--- src/rtl/serial_add_ctrl_pkg.sv ---
// Shared definitions for the bit-serial summator.
//   state_t : controller state encoding (2'd3 is unused and recovers to IDLE)
//   maj3    : three-input majority, the carry function of a full adder
package serial_add_ctrl_pkg;

    typedef enum logic [1:0] {
        ST_IDLE  = 2'd0,
        ST_SHIFT = 2'd1,
        ST_DONE  = 2'd2
    } state_t;

    function automatic logic maj3(input logic x, input logic y, input logic z);
        return (x & y) | (x & z) | (y & z);
    endfunction

endpackage

--- src/rtl/serial_add_ctrl_fa.sv ---
// One-bit full adder with a carry flop, used as the serial adder stage.
// Ports:
//   clk, rst_n : clock, asynchronous active-low reset (clears the carry)
//   clr        : synchronous carry clear, wins over en
//   en         : carry flop captures co on this edge
//   a, b       : operand bits for the current position
//   s, co      : combinational sum and carry-out of a + b + carry
module serial_fa
    import serial_add_ctrl_pkg::*;
(
    input  logic clk,
    input  logic rst_n,
    input  logic clr,
    input  logic en,
    input  logic a,
    input  logic b,
    output logic s,
    output logic co
);

    logic carry;

    assign s  = a ^ b ^ carry;
    assign co = maj3(a, b, carry);

    always_ff @(posedge clk or negedge rst_n) begin
        if (!rst_n) begin
            carry <= 1'b0;
        end else if (clr) begin
            carry <= 1'b0;
        end else if (en) begin
            carry <= co;
        end
    end

endmodule

--- src/rtl/serial_add_ctrl.sv ---
// Sequencer for the bit-serial summator. Accepts two reglength-bit
// operands on a valid/ready handshake, adds them LSB-first through
// serial_fa over reglength cycles and holds the (reglength+1)-bit result
// until the consumer takes it.
// Ports:
//   clk, rst_n           : clock, asynchronous active-low reset
//   in_valid / in_ready  : operand handshake (in_ready high only in IDLE)
//   a, b                 : operands, sampled on the accept edge
//   out_valid / out_ready: result handshake (out_valid high only in DONE)
//   sum                  : a + b, MSB is the final carry
//   busy                 : serial add in progress
// All outputs decode registered state only, so no input reaches an
// output combinationally.
module serial_add_ctrl
    import serial_add_ctrl_pkg::*;
#(
    parameter int reglength = 3
) (
    input  logic                 clk,
    input  logic                 rst_n,
    input  logic                 in_valid,
    output logic                 in_ready,
    input  logic [reglength-1:0] a,
    input  logic [reglength-1:0] b,
    output logic                 out_valid,
    input  logic                 out_ready,
    output logic [reglength:0]   sum,
    output logic                 busy
);

    // Wide enough to reach reglength, so the count never wraps mid-transfer.
    localparam int CNT_W = $clog2(reglength + 1);
    localparam logic [CNT_W-1:0] LAST = CNT_W'(reglength - 1);

    state_t               state;
    state_t               state_nxt;
    logic [reglength-1:0] sa;
    logic [reglength-1:0] sb;
    logic [CNT_W-1:0]     cnt;
    logic [reglength:0]   sum_r;
    logic                 accept;
    logic                 last_bit;
    logic                 fa_s;
    logic                 fa_co;

    assign accept   = in_ready && in_valid;
    assign last_bit = (cnt == LAST);
    assign sum      = sum_r;

    always_ff @(posedge clk or negedge rst_n) begin
        if (!rst_n) begin
            state <= ST_IDLE;
        end else begin
            state <= state_nxt;
        end
    end

    always_comb begin
        state_nxt = state;
        case (state)
            ST_IDLE:  if (in_valid)  state_nxt = ST_SHIFT;
            ST_SHIFT: if (last_bit)  state_nxt = ST_DONE;
            ST_DONE:  if (out_ready) state_nxt = ST_IDLE;
            default:  state_nxt = ST_IDLE;
        endcase
    end

    always_comb begin
        in_ready  = 1'b0;
        out_valid = 1'b0;
        busy      = 1'b0;
        case (state)
            ST_IDLE:  in_ready  = 1'b1;
            ST_SHIFT: busy      = 1'b1;
            ST_DONE:  out_valid = 1'b1;
            default:  ;
        endcase
    end

    // Operands shift right so bit 0 always feeds the adder; sum bits land
    // at the position counted by cnt, the last carry-out in the MSB.
    always_ff @(posedge clk or negedge rst_n) begin
        if (!rst_n) begin
            sa    <= '0;
            sb    <= '0;
            cnt   <= '0;
            sum_r <= '0;
        end else if (accept) begin
            sa    <= a;
            sb    <= b;
            cnt   <= '0;
            sum_r <= '0;
        end else if (busy) begin
            sum_r[cnt] <= fa_s;
            if (last_bit) begin
                sum_r[reglength] <= fa_co;
            end
            sa  <= sa >> 1;
            sb  <= sb >> 1;
            cnt <= cnt + CNT_W'(1);
        end
    end

    // The carry is cleared on accept so nothing leaks between operations.
    serial_fa u_fa (
        .clk   (clk),
        .rst_n (rst_n),
        .clr   (accept),
        .en    (busy),
        .a     (sa[0]),
        .b     (sb[0]),
        .s     (fa_s),
        .co    (fa_co)
    );

endmodule
--- config.mk ---
export PLATFORM = sky130hd
export DESIGN_NAME = serial_add_ctrl
export DESIGN_NICKNAME = d
export VERILOG_FILES = /design/src/rtl/serial_add_ctrl_pkg.sv /design/src/rtl/serial_add_ctrl_fa.sv /design/src/rtl/serial_add_ctrl.sv
export SDC_FILE = /design/constraint.sdc
export NUM_CORES = 1
export LEC_CHECK = 0
export CAP_MARGIN = 40
export CELL_PAD_IN_SITES_DETAIL_PLACEMENT = 1
export CELL_PAD_IN_SITES_GLOBAL_PLACEMENT = 1
export CORE_ASPECT_RATIO = 1.1
export CORE_MARGIN = 4
export CORE_UTILIZATION = 34
export CTS_CLUSTER_DIAMETER = 80
export DETAILED_ROUTE_END_ITERATION = 8
export MAX_ROUTING_LAYER = met4
export PLACE_DENSITY_LB_ADDON = 0.1
export SETUP_SLACK_MARGIN = 0.02
export SYNTH_ARGS = -nofsm -noshare
export SYNTH_HDL_FRONTEND = slang
export SYNTH_SLANG_ARGS = --single-unit
--- constraint.sdc ---
create_clock -name clk -period 1.6 [get_ports clk]
set_input_delay 0.48 -clock clk [delete_from_list [all_inputs] [get_ports clk]]
set_output_delay 0.48 -clock clk [all_outputs]
set_load 0.02 [all_outputs]
Word-level counts from Yosys, hierarchy flattened. Index checks and enable logic that the tools add are counted.

Memories: 0. RAM bits: 0. Logic and storage cells: 48. Memory bits (read-only): 0. Output and inout bits: 7. Flip-flop bits (word level): 15. Bits in latches: 0. Bits of input ports: 10.

Shift operators: 0. Equal/unequal tests: 6. $add $sub $neg: 1. Reductions and logical operators: 5. Mux-type cells: 21. Order comparisons: 2. Bitwise gates (word level): 7. Divide/modulo/power cells: 0. $mul: 0.

Operator list (number): $mux W3 (4); $mux W2 (5); $mux W4 (2); $mux W1 (7); $ne A2 B2 Y1 const B (3); $pmux W2 S3 (1); $bwmux W4 (1); $eq A2 B2 Y1 const B (2); $and A1 B1 Y1 (3); $lt A2 B3 Y1 const B (1); $reduce_and A3 Y1 (1); $add A2 B1 Y2 const B (1); $demux W1 S2 (1); $eq A2 B1 Y1 const B (1); $ge A2 B1 Y1 const B (1); $logic_and A1 B1 Y1 (2); $logic_not A2 Y1 (1); $or A1 B1 Y1 (2); $reduce_bool A2 Y1 (1); $xor A1 B1 Y1 (2).

Depth between registers and ports, before layout. Gate-level depths: netlist (run 1).

Word-level depth: 8. Depth in mapped cells: 5. Depth with buffers taken out: 5.

Cells and area by module. A second synthesis (run 1) with hierarchy kept.

Cells, all modules: 73. Area, all modules: 827.0 um^2.

Modules (own cells, without submodules): serial_add_ctrl (cells an instance 69, instances 1, area an instance 768.2 um^2); serial_fa (cells an instance 4, instances 1, area an instance 58.8 um^2).

Worst setup path after synthesis (run 1). No wires, ideal clock.

Path type: register to register. Start point: register u_fa.carry. End point: register sum_r[3] (netlist: sum[3]). Cell stages (with the launch flop): 5. Buffers on the path: 0. Data required time: 1476 ps. Arrival time: 1423 ps. Period minus slack after synthesis: 1547 ps. Setup slack: 53 ps. Cells stage by stage: dfrtp_1 > fa_1 > or3b_1 > a32oi_1 > a21oi_1.

Word-level cells in the longest chain between the ends: 6.

RTL lines: from (decl) (line serial_add_ctrl_fa.sv:21) `logic carry;`; from (signal assigned) (line serial_add_ctrl_fa.sv:32) `carry <= co;`; $and A1 B1 Y1 (line serial_add_ctrl_pkg.sv:13) `return (x & y) | (x & z) | (y & z);`; $or A1 B1 Y1 (2 in series) (line serial_add_ctrl_pkg.sv:13); $mux W1 * (line serial_add_ctrl.sv:95) `if (last_bit) begin`; $mux W4 * (line serial_add_ctrl.sv:93) `end else if (busy) begin`; $mux W4 * (line serial_add_ctrl.sv:88) `end else if (accept) begin`; to (signal, indexed assignment) (line serial_add_ctrl.sv:94) `sum_r[cnt] <= fa_s;`; to (signal, indexed assignment) (line serial_add_ctrl.sv:96) `sum_r[reglength] <= fa_co;`; to (decl) (line serial_add_ctrl.sv:40) `logic [reglength:0] sum_r;`.

Every way passes the cells marked *; elsewhere a longest branch is shown, timed or not. The select of a mux whose other input is x is not followed. A chain may end at the register's enable or synchronous reset.

Final worst setup path (run 1). Same ends and word-level chain as after synthesis.

==> flow_metrics.py, run 1 <==
metrics = {
    "job": {
        "maxCapViolations": 0,
    },
    "detailed_routing": {
        "ant_nets": 0,
        "drt-initial-drc-count": 6,
        "vias_per_cell": 5.083,
        "post_drt_wl_per_cell_um": 15.14,
        "route.detailed.drc": 0,
        "routed_wl_um": 2014,
        "dr.pass1.iters": 2,
        "vias": 676,
    },
    "cells_and_area": {
        "n_fill_cell": 233,
        "antenna_cells": 0,
        "design_area_um2": 1129,
        "drive_above_1_share": 0.2857,
        "multiInputGateArea_um2": 397.9,
        "fin_nets": 121,
        "area_delta_synth_final_pct": 44.32,
        "register_area_um2": 375.4,
        "final_cell_count_no_fill": 133,
    },
    "die": {
        "initial_core_util": 0.3714,
        "design.portCount": 17,
        "fp.dieW_um": 53.73,
        "core_um2": 2106,
        "fp.dieH_um": 58.30,
        "fp.dieArea_um2": 3132,
        "num_rows": 17,
    },
    "worst_setup_path": {
        "cp_cell_sequence": "fa_1 > or3b_1 > a32oi_1 > a21oi_1",
        "path_class": "reg2reg",
        "cp.arrival_ns": 1.81,
        "reg2reg_depth": 4,
        "start_kind": "flop",
        "crit_family": "adder cells",
        "reg2reg_from": "u_fa.carry$_DFFE_PN0P_",
        "worstSetupEndpointType": "flop",
        "worstReg2RegEnd": "sum[3]$_DFFE_PN0P_",
        "cp_data_required_time_ns": 1.79,
        "crit_slowest_cell": "fa_1",
        "r2r_setup_slack_ns": -0.02,
        "cpPeakStageDelay_ns": 0.51,
        "path_buf_inv": 0,
        "path_max_fanout": 2,
    },
    "synth": {
        "netlist_area_um2": 782.0,
        "yosys_warnings": 0,
        "synth_cells": 72,
        "ys.flop_type": "dfrtp_1",
        "seq_area_frac_synth": 0.4800,
        "syn_area_per_cell_um2": 10.86,
        "synthesis.nets": 87,
        "synth_cell_types": 22,
        "ys_ff_latch": 15,
        "synth_edf_count": 0,
        "synthArstFlopShare": 1.000,
    },
    "sta": {
        "report.final.slew_viol_count": 0,
        "fin_tns_setup_ns": -0.03044,
        "hold_viol_final": 0,
        "tightestPinTransition_ns": 0.2463,
        "finalSetupViolations": 2,
        "fin_skew_ns": 0.007780,
        "min_period_ns": 1.620,
        "rsz0062_at_grt": "true",
        "fmax_mhz": 617.1,
        "setup_ws_ns": -0.02039,
        "finalCritPeriodShare": 1.013,
        "slew_headroom": 0.8358,
    },
    "cts": {
        "cts.path.max_buffers": 2,
        "numCtsBuffers": 3,
        "cts.clk_slew.worst_paths_ns": 0.10,
        "cts_num_sinks": 15,
        "clkLatencyLatePin_ns": 0.29,
        "cts_hold_buffers": 0,
        "ctsRootBufferMaster": "clkbuf_4",
        "cts_tree": "built",
        "cts_max_level": 1,
    },
    "placement": {
        "dp.final_hpwl_um": 1440,
        "port_buffers": 16,
        "place_ws_ns": -0.1095,
        "routabilityCongestion": 0.7508,
        "dp_cells": 125,
        "place_area_um2": 1052,
    },
    "grt": {
        "grt_usage": 0.1586,
        "grt.overflow.total": 0,
        "grt_pass1_wl_um": 3443,
        "antenna_found_initial": 0,
        "grt_max_degree": 16,
        "grt_pass1_vias": 745,
    },
    "pwr": {
        "leakagePower_nw": 0.5544,
        "p_per_area_nw_per_um2": 1959,
        "p_total_mw": 2.211,
        "ir_drop_mv": 1.249,
    },
    "hold_path": {
        "hold_path.class": "in2async",
    },
    "run_status": {
        "violations": "setup timing",
        "status": "complete, but fails checks",
    },
}
metal layers:
layer / up-vias / track usage / wire length [um]
met5: - / - / 0
met4: 0 / 0.08759 / 51
met3: 6 / 0.02278 / 64
met2: 13 / 0.2405 / 1028
met1: 336 / 0.1997 / 871
li1: 321 / - / -
registers in the layout (all words and copies together), names as in the netlist:
name / flops
state: 2
cnt: 2
sa: 3
sb: 3
u_fa.carry: 1
sum: 4
Yosys cell counts, types with 3 or more instances:
| master | n | share of area |
|---|---|---|
| dfrtp_1 | 15 | 0.48 |
| a22oi_1 | 7 | 0.067 |
| a22o_1 | 6 | 0.067 |
| inv_1 | 5 | 0.024 |
| o21ai_1 | 5 | 0.032 |
| ha_1 | 4 | 0.064 |
| nand2_1 | 4 | 0.019 |
| nor2_1 | 4 | 0.019 |
| a21oi_1 | 3 | 0.019 |
| buf_2 | 3 | 0.019 |
| mux2_2 | 3 | 0.043 |
| nor2b_1 | 3 | 0.024 |
worst register-to-register path: stages (launching register included):
cell	delay, ns
dfrtp_1	0.41
fa_1	0.51
or3b_1	0.36
a32oi_1	0.19
a21oi_1	0.05
cells in the final DEF, fill, tap and decap left out:
| cell | netlist | layout |
|---|---|---|
| buf_4 | 0 | 17 |
| dfrtp_1 | 15 | 15 |
| clkdlybuf4s50_1 | 0 | 9 |
| a22oi_1 | 7 | 7 |
| a22o_1 | 6 | 6 |
| inv_1 | 5 | 5 |
| o21ai_1 | 5 | 5 |
| nor2_1 | 4 | 4 |
| nand2_1 | 4 | 4 |
| ha_1 | 4 | 4 |
| dlygate4sd2_1 | 0 | 4 |
| a21oi_1 | 3 | 3 |
| clkbuf_4 | 0 | 3 |
| nor2b_4 | 0 | 2 |
| mux2_4 | 0 | 2 |
| buf_6 | 0 | 2 |
| nor2b_2 | 0 | 1 |
| and2b_1 | 1 | 1 |
| o21bai_2 | 1 | 1 |
| mux2_2 | 3 | 1 |
| o21bai_1 | 1 | 1 |
| or3b_1 | 1 | 1 |
| or2b_2 | 1 | 1 |
| a32oi_1 | 1 | 1 |
| and3b_1 | 1 | 1 |
| o21ai_0 | 1 | 1 |
| a2bb2oi_1 | 1 | 1 |
| fa_1 | 1 | 1 |
| clkbuf_1 | 0 | 1 |
per-stage QoR:
| stage | utilization | hold slack (ns) |
|---|---|---|
| final | 0.5359 | 0.4926 |
| after global routing | 0.5359 | 0.4983 |
| after CTS | 0.5241 | 0.4972 |
| after detailed placement | 0.4997 | 0.4861 |
| after global placement | 0.4997 | 0.4685 |
| after floorplan | - | 0.1844 |
worst max path at each step:
stage	startpoint	end	slack, ns	depth (start not counted)
detailed placement	state[0]$_DFFE_PN0P_	busy	-0.11	2
global placement	state[0]$_DFFE_PN0P_	busy	-0.09	2
finish	u_fa.carry$_DFFE_PN0P_	sum[3]$_DFFE_PN0P_	-0.02	4
CTS	sa[0]$_DFFE_PN0P_	sum[3]$_DFFE_PN0P_	-0.05	4
floorplan	u_fa.carry$_DFFE_PN0P_	sum[3]$_DFFE_PN0P_	0.05	4
global route	u_fa.carry$_DFFE_PN0P_	sum[3]$_DFFE_PN0P_	-0.11	4
where the power goes:
part           switching [mW]  internal, mW  leakage, nW
clock network           0.132        0.0971       0.0150
logic                   0.621         0.712        0.345
registers               0.118         0.531        0.194
logic make-up (layout without fill, tap and decap cells):
kind of cell	after synthesis	after routing	synth area share
AO/OA/AOI/OAI	26	26	0.2384
flip-flops	15	15	0.4800
AND/OR/NAND/NOR	15	15	0.1056
buffers and inverters	8	41	0.04320
adder cells (fa/ha/maj)	5	5	0.08960
multiplexers	3	3	0.04320
final cells by class:
type                            instances  share of cell area
Timing Repair Buffer                   32              0.2439
Sequential cell                        15              0.3326
Clock buffer                            4             0.02328
Inverter                                5             0.01663
Tap cell                               28             0.03104
Multi-Input combinational cell         49              0.3526
timing repair:
| item | 4_1_cts | 5_1_grt |
|---|---|---|
| resized for setup | 22 | 6 |
| setup buffers | 2 | 2 |
| hold endpoints to repair | 0 | 0 |
| pin swaps | 2 | 1 |
| setup endpoints to repair | 11 | 6 |
(Power assumes the default switching activity.)
==> run 2: changes to the inputs <==
--- a/config.mk
+++ b/config.mk
@@ -5,7 +5,7 @@
 export SDC_FILE = /design/constraint.sdc
 export NUM_CORES = 1
 export LEC_CHECK = 0
-export CAP_MARGIN = 40
+export CAP_MARGIN = 20
 export CELL_PAD_IN_SITES_DETAIL_PLACEMENT = 1
 export CELL_PAD_IN_SITES_GLOBAL_PLACEMENT = 1
 export CORE_ASPECT_RATIO = 1.1
==> results of run 2 <==
The final DEF is identical to that of run 1; final timing and power are the same.
==> run 3: changes to the inputs <==
--- a/config.mk
+++ b/config.mk
@@ -16,6 +16,7 @@
 export MAX_ROUTING_LAYER = met4
 export PLACE_DENSITY_LB_ADDON = 0.1
 export SETUP_SLACK_MARGIN = 0.02
+export SKIP_LAST_GASP = 1
 export SYNTH_ARGS = -nofsm -noshare
 export SYNTH_HDL_FRONTEND = slang
 export SYNTH_SLANG_ARGS = --single-unit
==> run 3 against run 2 <==
Effect of this change: the flow still finishes with violations (setup timing); die area is the same; flip-flop and latch count unchanged; largest cell class unchanged; first-iteration DRC count decreased by 50%; cell area is 1.0% lower; global-route usage fell by 0.053 points; clock-buffer cell count did not move; clock skew is essentially flat; clock power is essentially flat; via count up 0.89%; routed wire length shrank 1.2%.
==> flow_metrics.py, run 3 (synthesis gave the netlist of run 1 again) <==
metrics = {
    "worst_setup_path": {
        "worstSetupEndpointType": "flop",
        "cp.arrival_ns": 1.81,
        "path_buf_inv": 0,
        "path_max_fanout": 2,
        "worstReg2RegEnd": "sum[3]$_DFFE_PN0P_",
        "crit_family": "adder cells",
        "r2r_setup_slack_ns": -0.02,
        "start_kind": "flop",
        "cp_data_required_time_ns": 1.79,
        "path_class": "reg2reg",
        "cpPeakStageDelay_ns": 0.51,
        "crit_slowest_cell": "fa_1",
        "cp_cell_sequence": "fa_1 > or3b_1 > a32oi_1 > a21oi_1",
        "reg2reg_from": "u_fa.carry$_DFFE_PN0P_",
        "reg2reg_depth": 4,
    },
    "pwr": {
        "p_int_mw": 1.302,
        "ir_drop_mv": 1.091,
        "p_per_area_nw_per_um2": 1934,
        "switching_share": 0.3971,
        "combPwrFrac": 0.594,
        "power_frac_seq": 0.299,
        "p_switching_mw": 0.8580,
        "leakagePower_nw": 0.5490,
        "clockPowerShare": 0.107,
    },
    "grt": {
        "grt_pass1_vias": 740,
        "grt_max_degree": 16,
        "grt.overflow.total": 0,
        "grt_pass1_wl_um": 3429,
        "antenna_found_initial": 0,
        "grt_usage": 0.1580,
    },
    "cts": {
        "cts.clk_slew.worst_paths_ns": 0.10,
        "cts.path.max_buffers": 2,
        "cts_max_level": 1,
        "ctsRootBufferMaster": "clkbuf_4",
        "numCtsBuffers": 3,
        "cts_tree": "built",
        "clkLatencyLatePin_ns": 0.29,
        "cts_num_sinks": 15,
        "cts_hold_buffers": 0,
    },
    "die": {
        "fp.dieW_um": 53.73,
        "initial_core_util": 0.3714,
        "core_um2": 2106,
        "fp.dieArea_um2": 3132,
        "fp.dieH_um": 58.30,
        "design.portCount": 17,
        "num_rows": 17,
    },
    "placement": {
        "routabilityCongestion": 0.7508,
        "place_ws_ns": -0.1095,
        "port_buffers": 16,
        "dp_cells": 125,
        "dp.final_hpwl_um": 1440,
    },
    "sta": {
        "fmax_mhz": 618.9,
        "tightestPinTransition_ns": 0.2447,
        "min_period_ns": 1.616,
        "hold_viol_final": 0,
        "fin_skew_ns": 0.008145,
        "setup_ws_ns": -0.01588,
        "rsz0062_at_grt": "true",
        "finalSetupViolations": 2,
        "slew_headroom": 0.8369,
        "report.final.slew_viol_count": 0,
        "finalCritPeriodShare": 1.010,
    },
    "detailed_routing": {
        "post_drt_wl_per_cell_um": 14.96,
        "drt-initial-drc-count": 3,
        "routed_wl_um": 1990,
        "route.detailed.drc": 0,
        "ant_nets": 0,
        "vias": 682,
        "vias_per_cell": 5.128,
        "dr.pass1.iters": 3,
    },
    "cells_and_area": {
        "postLayoutCoreUtil": 0.5306,
        "antenna_cells": 0,
        "area_delta_synth_final_pct": 42.88,
        "fin_nets": 121,
        "largest_reg_flops": 4,
        "final_cell_mix": "15 x dfrtp_1, 15 x buf_4, 9 x clkdlybuf4s50_1",
        "final_cell_count_no_fill": 133,
        "drive_above_1_share": 0.2762,
    },
    "hold_path": {
        "hold_path.class": "in2async",
    },
    "job": {
        "maxCapViolations": 0,
    },
    "run_status": {
        "violations": "setup timing",
        "status": "complete, but fails checks",
    },
}
[run 3: worst register-to-register path: cells and delay by family, from the launching register on]
family	cells	cell delay, ns
AOI/OAI and AO/OA	2	0.24
adders and majority gates	1	0.51
DFF	1	0.41
and+or+nand+nor	1	0.36
[run 3: power by group through the flow]
| stage | registers (mW) | clock network (mW) | logic (mW) |
|---|---|---|---|
| floorplan | 0.685 | 0 | 0.657 |
| global placement | 0.652 | 0 | 1.18 |
| detailed placement | 0.665 | 0 | 1.20 |
| CTS | 0.646 | 0.240 | 1.23 |
| global route | 0.674 | 0.254 | 1.44 |
| finish | 0.647 | 0.231 | 1.28 |
[run 3: per-layer routing]
layer / routed length (um) / vias to the layer above / track usage
met5: 0 / - / -
met4: 51 / 0 / 0.08759
met3: 64 / 6 / 0.02278
met2: 1014 / 13 / 0.2422
met1: 859 / 339 / 0.1965
li1: - / 324 / -
[run 3: how the worst max path moves through the flow]
stage | startpoint | end | slack, ns | cells after the start
finish | u_fa.carry$_DFFE_PN0P_ | sum[3]$_DFFE_PN0P_ | -0.02 | 4
global route | u_fa.carry$_DFFE_PN0P_ | sum[3]$_DFFE_PN0P_ | -0.11 | 4
CTS | state[1]$_DFFE_PN0P_ | busy | -0.12 | 2
detailed placement | state[0]$_DFFE_PN0P_ | busy | -0.11 | 2
global placement | state[0]$_DFFE_PN0P_ | busy | -0.09 | 2
floorplan | u_fa.carry$_DFFE_PN0P_ | sum[3]$_DFFE_PN0P_ | 0.05 | 4
[run 3: layout make-up]
class                           instances  area (um^2)
Fill cell                             232        988.4
Sequential cell                        15        375.4
Inverter                                5        18.77
Timing Repair Buffer                   32        270.3
Clock buffer                            4        26.28
Multi-Input combinational cell         49        391.6
Tap cell                               28        35.03
[run 3: through the flow]
stage	total power, mW	hold WS, ns	setup TNS, ns	instance area [um^2]
global placement	1.832	0.4685	-0.3851	1052
detailed placement	1.869	0.4861	-0.5122	1052
CTS	2.116	0.4972	-0.2992	1085
finish	2.160	0.4915	-0.01639	1117
global route	2.368	0.4983	-0.3195	1117
floorplan	1.342	0.1844	0	782.0
[run 3: what timing repair did]
item | CTS | global route
buffers inserted | 2 | 2
endpoints found under the setup margin | 11 | 6
gates cloned | 0 | 0
resized for setup | 15 | 8
pin swaps | 2 | 1
